==> src/rtl/multicycle_control.sv <==
// Main control FSM for a multicycle RV32I datapath (lw, sw, R-type, I-type ALU, beq).
// Sequences fetch/decode/execute/memory/writeback, stalls on a memory ready
// handshake, and counts retired instructions.
//
// Ports:
//   clk, rst_n      clock (rising edge), asynchronous active-low reset
//   opcode[6:0]     instruction register opcode field, valid from DECODE onward
//   zero            ALU zero flag for the current cycle
//   mem_ready       memory completes the current read/write this cycle
//   pc_write        PC load enable
//   ir_write        IR / old-PC load enable
//   adr_src         memory address select (0 PC, 1 ALUOut)
//   mem_read        memory read request
//   mem_write       memory write request
//   reg_write       register file write enable
//   result_src[1:0] result select (00 ALUOut, 01 mem data, 10 ALU result)
//   alu_src_a[1:0]  ALU A select (00 PC, 01 old PC, 10 rs1)
//   alu_src_b[1:0]  ALU B select (00 rs2, 01 immediate, 10 constant 4)
//   alu_op[1:0]     to ALU control (00 add, 01 sub, 10 funct-decoded)
//   illegal_instr   high while trapped on an unsupported opcode
//   state[3:0]      current state code
//   instret         retired instruction count
module multicycle_control #(
  parameter int unsigned CNT_WIDTH = 32
) (
  input  logic                 clk,
  input  logic                 rst_n,
  input  logic [6:0]           opcode,
  input  logic                 zero,
  input  logic                 mem_ready,
  output logic                 pc_write,
  output logic                 ir_write,
  output logic                 adr_src,
  output logic                 mem_read,
  output logic                 mem_write,
  output logic                 reg_write,
  output logic [1:0]           result_src,
  output logic [1:0]           alu_src_a,
  output logic [1:0]           alu_src_b,
  output logic [1:0]           alu_op,
  output logic                 illegal_instr,
  output logic [3:0]           state,
  output logic [CNT_WIDTH-1:0] instret
);

  localparam logic [3:0] S_IDLE      = 4'd0;
  localparam logic [3:0] S_FETCH     = 4'd1;
  localparam logic [3:0] S_DECODE    = 4'd2;
  localparam logic [3:0] S_MEM_ADDR  = 4'd3;
  localparam logic [3:0] S_MEM_READ  = 4'd4;
  localparam logic [3:0] S_MEM_WB    = 4'd5;
  localparam logic [3:0] S_MEM_WRITE = 4'd6;
  localparam logic [3:0] S_EXEC_R    = 4'd7;
  localparam logic [3:0] S_EXEC_I    = 4'd8;
  localparam logic [3:0] S_ALU_WB    = 4'd9;
  localparam logic [3:0] S_BRANCH    = 4'd10;
  localparam logic [3:0] S_TRAP      = 4'd15;

  localparam logic [6:0] OP_LW     = 7'b0000011;
  localparam logic [6:0] OP_SW     = 7'b0100011;
  localparam logic [6:0] OP_R      = 7'b0110011;
  localparam logic [6:0] OP_I      = 7'b0010011;
  localparam logic [6:0] OP_BRANCH = 7'b1100011;

  logic [3:0]           state_q;
  logic [3:0]           state_d;
  logic [CNT_WIDTH-1:0] instret_q;
  logic                 retire_c;

  // State register
  always_ff @(posedge clk or negedge rst_n) begin
    if (!rst_n) state_q <= S_IDLE;
    else        state_q <= state_d;
  end

  // Next-state and Moore output decode; only FETCH/BRANCH strobes look at inputs
  always_comb begin
    state_d       = state_q;
    pc_write      = 1'b0;
    ir_write      = 1'b0;
    adr_src       = 1'b0;
    mem_read      = 1'b0;
    mem_write     = 1'b0;
    reg_write     = 1'b0;
    result_src    = 2'b00;
    alu_src_a     = 2'b00;
    alu_src_b     = 2'b00;
    alu_op        = 2'b00;
    illegal_instr = 1'b0;
    retire_c      = 1'b0;

    case (state_q)
      S_IDLE: state_d = S_FETCH;

      S_FETCH: begin
        mem_read   = 1'b1;
        alu_src_b  = 2'b10;
        result_src = 2'b10;
        ir_write   = mem_ready;
        pc_write   = mem_ready;
        if (mem_ready) state_d = S_DECODE;
      end

      S_DECODE: begin
        // Precompute branch target (old PC + imm) into ALUOut
        alu_src_a = 2'b01;
        alu_src_b = 2'b01;
        case (opcode)
          OP_LW, OP_SW: state_d = S_MEM_ADDR;
          OP_R:         state_d = S_EXEC_R;
          OP_I:         state_d = S_EXEC_I;
          OP_BRANCH:    state_d = S_BRANCH;
          default:      state_d = S_TRAP;
        endcase
      end

      S_MEM_ADDR: begin
        alu_src_a = 2'b10;
        alu_src_b = 2'b01;
        // opcode[5] separates store (1) from load (0)
        state_d   = opcode[5] ? S_MEM_WRITE : S_MEM_READ;
      end

      S_MEM_READ: begin
        mem_read = 1'b1;
        adr_src  = 1'b1;
        if (mem_ready) state_d = S_MEM_WB;
      end

      S_MEM_WB: begin
        result_src = 2'b01;
        reg_write  = 1'b1;
        retire_c   = 1'b1;
        state_d    = S_FETCH;
      end

      S_MEM_WRITE: begin
        mem_write = 1'b1;
        adr_src   = 1'b1;
        if (mem_ready) begin
          retire_c = 1'b1;
          state_d  = S_FETCH;
        end
      end

      S_EXEC_R: begin
        alu_src_a = 2'b10;
        alu_op    = 2'b10;
        state_d   = S_ALU_WB;
      end

      S_EXEC_I: begin
        alu_src_a = 2'b10;
        alu_src_b = 2'b01;
        alu_op    = 2'b10;
        state_d   = S_ALU_WB;
      end

      S_ALU_WB: begin
        reg_write = 1'b1;
        retire_c  = 1'b1;
        state_d   = S_FETCH;
      end

      S_BRANCH: begin
        alu_src_a = 2'b10;
        alu_op    = 2'b01;
        pc_write  = zero;
        retire_c  = 1'b1;
        state_d   = S_FETCH;
      end

      S_TRAP: begin
        illegal_instr = 1'b1;
        state_d       = S_TRAP;
      end

      default: state_d = S_IDLE;
    endcase
  end

  // Retired instruction counter, wraps naturally
  always_ff @(posedge clk or negedge rst_n) begin
    if (!rst_n)        instret_q <= '0;
    else if (retire_c) instret_q <= instret_q + CNT_WIDTH'(1);
  end

  assign state   = state_q;
  assign instret = instret_q;

endmodule

==> config.mk <==
export PLATFORM = sky130hd
export DESIGN_NAME = multicycle_control
export DESIGN_NICKNAME = d
export VERILOG_FILES = /design/src/rtl/multicycle_control.sv
export SDC_FILE = /design/constraint.sdc
export NUM_CORES = 1
export LEC_CHECK = 0
export ABC_AREA = 1
export CORE_UTILIZATION = 52
export DETAILED_ROUTE_END_ITERATION = 10
export PLACE_DENSITY = 0.85
export SLEW_MARGIN = 15
export SYNTH_ARGS = -nofsm -noshare
export SYNTH_HDL_FRONTEND = slang
export SYNTH_SLANG_ARGS = --single-unit
export TNS_END_PERCENT = 20
==> constraint.sdc <==
create_clock -name clk -period 2.5 [get_ports clk]
set_input_delay 0.75 -clock clk [delete_from_list [all_inputs] [get_ports clk]]
set_output_delay 0.75 -clock clk [all_outputs]
set_load 0.005 [all_outputs]
==> metrics.txt <==
status complete, but fails checks; failing checks negative setup slack; H-tree levels 2; TNS Setup -0.0124 ns; Final Instance Count excl. Fillers 453; DRC viols 0; Synth top cells by count nand2_1, inv_1, nor2_1, dfrtp_1, nand3_1; Peak VDD IR 458 uV; core area approximately 4100 sq um; number of synthesized register bits 36; CTS Buf Count 5; nets@finish 415; Post-Syn Nets 344; Final Hold Fails 0; internal power about 0.0013 W; Final min period 2.51 ns; GRT overflow 0; fin crit share 1.00; largest net degree at the start of global routing 37; Worst Clk Skew 0.00578 ns; setup violation total in the final timing report 2; number of global-route vias before repair 2197; R2R cell count 10; Reg2Reg Setup Slack 0.76 ns; crit path max fanout 3; Final GP Congestion between 0.8 and 0.9; Area Growth Syn to Fin 35.2%; multi-input logic area 1140 sq um; min-delay worst type reg2reg; sw frac 0.378; top_reg_cell synth dfrtp_1; met2 Usage GRT 0.465; CTS root buf clkbuf_8; RSZ-0062 raised after global routing yes; Worst Hold End instret[5]$_DFFE_PN0P_; Post-synth EDFFs 0; max frequency 398 MHz; First DRT Iteration DRCs around 140; Critical R2R Capture instret[22]$_DFFE_PN0P_; Largest stage delay, worst path 0.50 ns; Synth cell types 24; GR peak layer met2; met1 usage 0.339; Die Wd 67.9 um; crit end category output pin; LEAKAGE 1.46 nW; Initial Utilization 0.552; Post-DP HPWL 4330 um; critical path's slowest cell clkdlybuf4s50_1; max_cap viols 0; routed via count 2345; Avg WL per Cell about 13 um; clock insertion delay at the later pin of the skew report 0.29 ns; r2r startpoint state[3]$_DFFE_PN0P_; worst hold slack a little over 0.5 ns; clk sinks 36; total track usage 0.269; CP Class reg2out; Reg clk slew, reported paths around 0.070 ns; Slew headroom 0.702; post-synth top area cell dfrtp_1; Seq/Total Area, Yosys 0.399; Worst Path Arrival between 1.5 and 2 ns; Async SR Flop Fraction 1.00; Post-Place Cells approximately 450; fillcell total roughly 340; first-pass GRT wire length 9410 um; Ant. Diodes 0; antenna-violating nets left 0; CP dominant cell by count nand2_1; Synth top area share 0.399; Startpoint Class register; synthesized area per cell 6.80 sq um; CP cell instances inv_1, nand2_1, inv_1, nand2_1, inv_2, nor2_1, nand2_1, clkdlybuf4s50_1; Hold Path Stages 1; chip height about 68 um; met3 Use GR 0.0500; Via density 5.18; Worst-Margin Slew roughly 0.45 ns; Cell Area, Synth between 2000 and 2500 sq um; initial antenna violation count 0; io pins 62; layout cells sized above 1 0.0695; synth top area cells dfrtp_1, nand2_1, inv_1; clk buf depth 2; sequential fraction of design power 0.347; final WL 5680 um; most frequent cell after synthesis nand2_1; Slew Viols, Final 0; Worst Setup Slack, final -0.0101 ns; Die Area 4610 sq um; Sequential cell area between 900 and 1000 sq um; clock network power share 0.187; DR pass1 iterations 5; Gate power share 0.466; row count 23; cells after synthesis 332; Psw 0.000794 W; CTS tree yes; Port Buf Inserts 61; Worst Path Required approximately 1.8 ns; Yosys Warn Count 0; PwrDens 689 nW/um^2; worst hold start instret[5]$_DFFE_PN0P_
-- metrics by stage --
| step | total power, W | instance area (sq um) | setup slack, ns | util |
|---|---|---|---|---|
| after CTS | 0.00208 | 3020 | -0.0506 | 0.739 |
| after detailed placement | 0.00167 | 2940 | -0.272 | 0.720 |
| after floorplan | 0.00123 | 2260 | 0.650 | - |
| after global placement | 0.00165 | 2940 | -0.196 | 0.720 |
| final | 0.00210 | 3050 | -0.0101 | 0.747 |
| after global routing | 0.00223 | 3050 | -0.122 | 0.747 |
-- sequential cells by signal, summed over array words and instances (netlist names) --
register  count
state         4
instret      32
-- cell families after synthesis --
group,share of synthesized area
compound gates,0.0299
xor+xnor,0.0660
fa+ha+maj,0.00554
buf+inv,0.106
flops,0.399
simple gates,0.394
-- power by group through the flow --
stage | registers, W | logic [W] | clock network, W
6_report | 0.000730 | 0.000979 | 0.000393
5_1_grt | 0.000742 | 0.00106 | 0.000427
4_1_cts | 0.000729 | 0.000939 | 0.000407
3_5_place_dp | 0.000739 | 0.000934 | 0
3_3_place_gp | 0.000737 | 0.000912 | 0
2_1_floorplan | 0.000737 | 0.000489 | 0
-- layout by cell type (no fill, tap or decap), drive strengths merged --
| cell | count |
|---|---|
| ha | 1 |
| nand2 | 107 |
| nand3b | 6 |
| nor3 | 5 |
| inv | 55 |
| nand4 | 9 |
| a21oi | 1 |
| xnor2 | 15 |
| o22ai | 2 |
| o21ai | 10 |
| nand3 | 25 |
| dlygate4sd2 | 1 |
| xor2 | 2 |
| clkinv | 1 |
| buf | 7 |
| clkdlybuf4s15 | 1 |
| clkdlybuf4s50 | 58 |
| dfrtp | 36 |
| and2 | 1 |
| dlymetal6s2s | 1 |
| nor2 | 53 |
| clkbuf | 6 |
-- timing repair --
action / 4_1_cts / 5_1_grt
setup buffers: 0 / 1
resized for setup: 4 / 9
pin swaps: 0 / 1
setup endpoints to repair: 6 / 8
hold buffers: 0 / 0
-- critical path: cells and delay by family (launching register included) --
| family | cells | cell delay, ns |
|---|---|---|
| flip-flops | 1 | 0.38 |
| AND/OR/NAND/NOR | 4 | 0.32 |
| buffers and inverters | 4 | 0.79 |
-- worst max-delay path by stage --
stage                         start      endpoint  slack [ns]  depth (start not counted)
2_1_floorplan  state[2]$_DFFE_PN0P_      pc_write        0.65                          5
6_report       state[0]$_DFFE_PN0P_  alu_src_a[1]       -0.01                          8
5_1_grt        state[0]$_DFFE_PN0P_  alu_src_a[1]       -0.12                          8
4_1_cts        state[0]$_DFFE_PN0P_  alu_src_a[1]       -0.05                          8
3_3_place_gp              mem_ready      pc_write       -0.20                          4
3_5_place_dp              mem_ready      pc_write       -0.27                          4
-- layout make-up --
| class | count | share of cell area |
|---|---|---|
| clock buffer | 6 | 0.0238 |
| inverter | 55 | 0.0685 |
| clock inverter | 1 | 0.00164 |
| tap | 50 | 0.0205 |
| timing repair buffer | 68 | 0.218 |
| multi-input combinational | 237 | 0.372 |
| sequential | 36 | 0.296 |
-- routing by layer --
metal / share of wire / up-vias
met1: 0.44 / 1083
met3: 0.058 / 12
met5: 0 / -
met4: 0.018 / 0
li1: - / 1162
met2: 0.49 / 88
No activity file was read; power rests on OpenSTA's default activity.
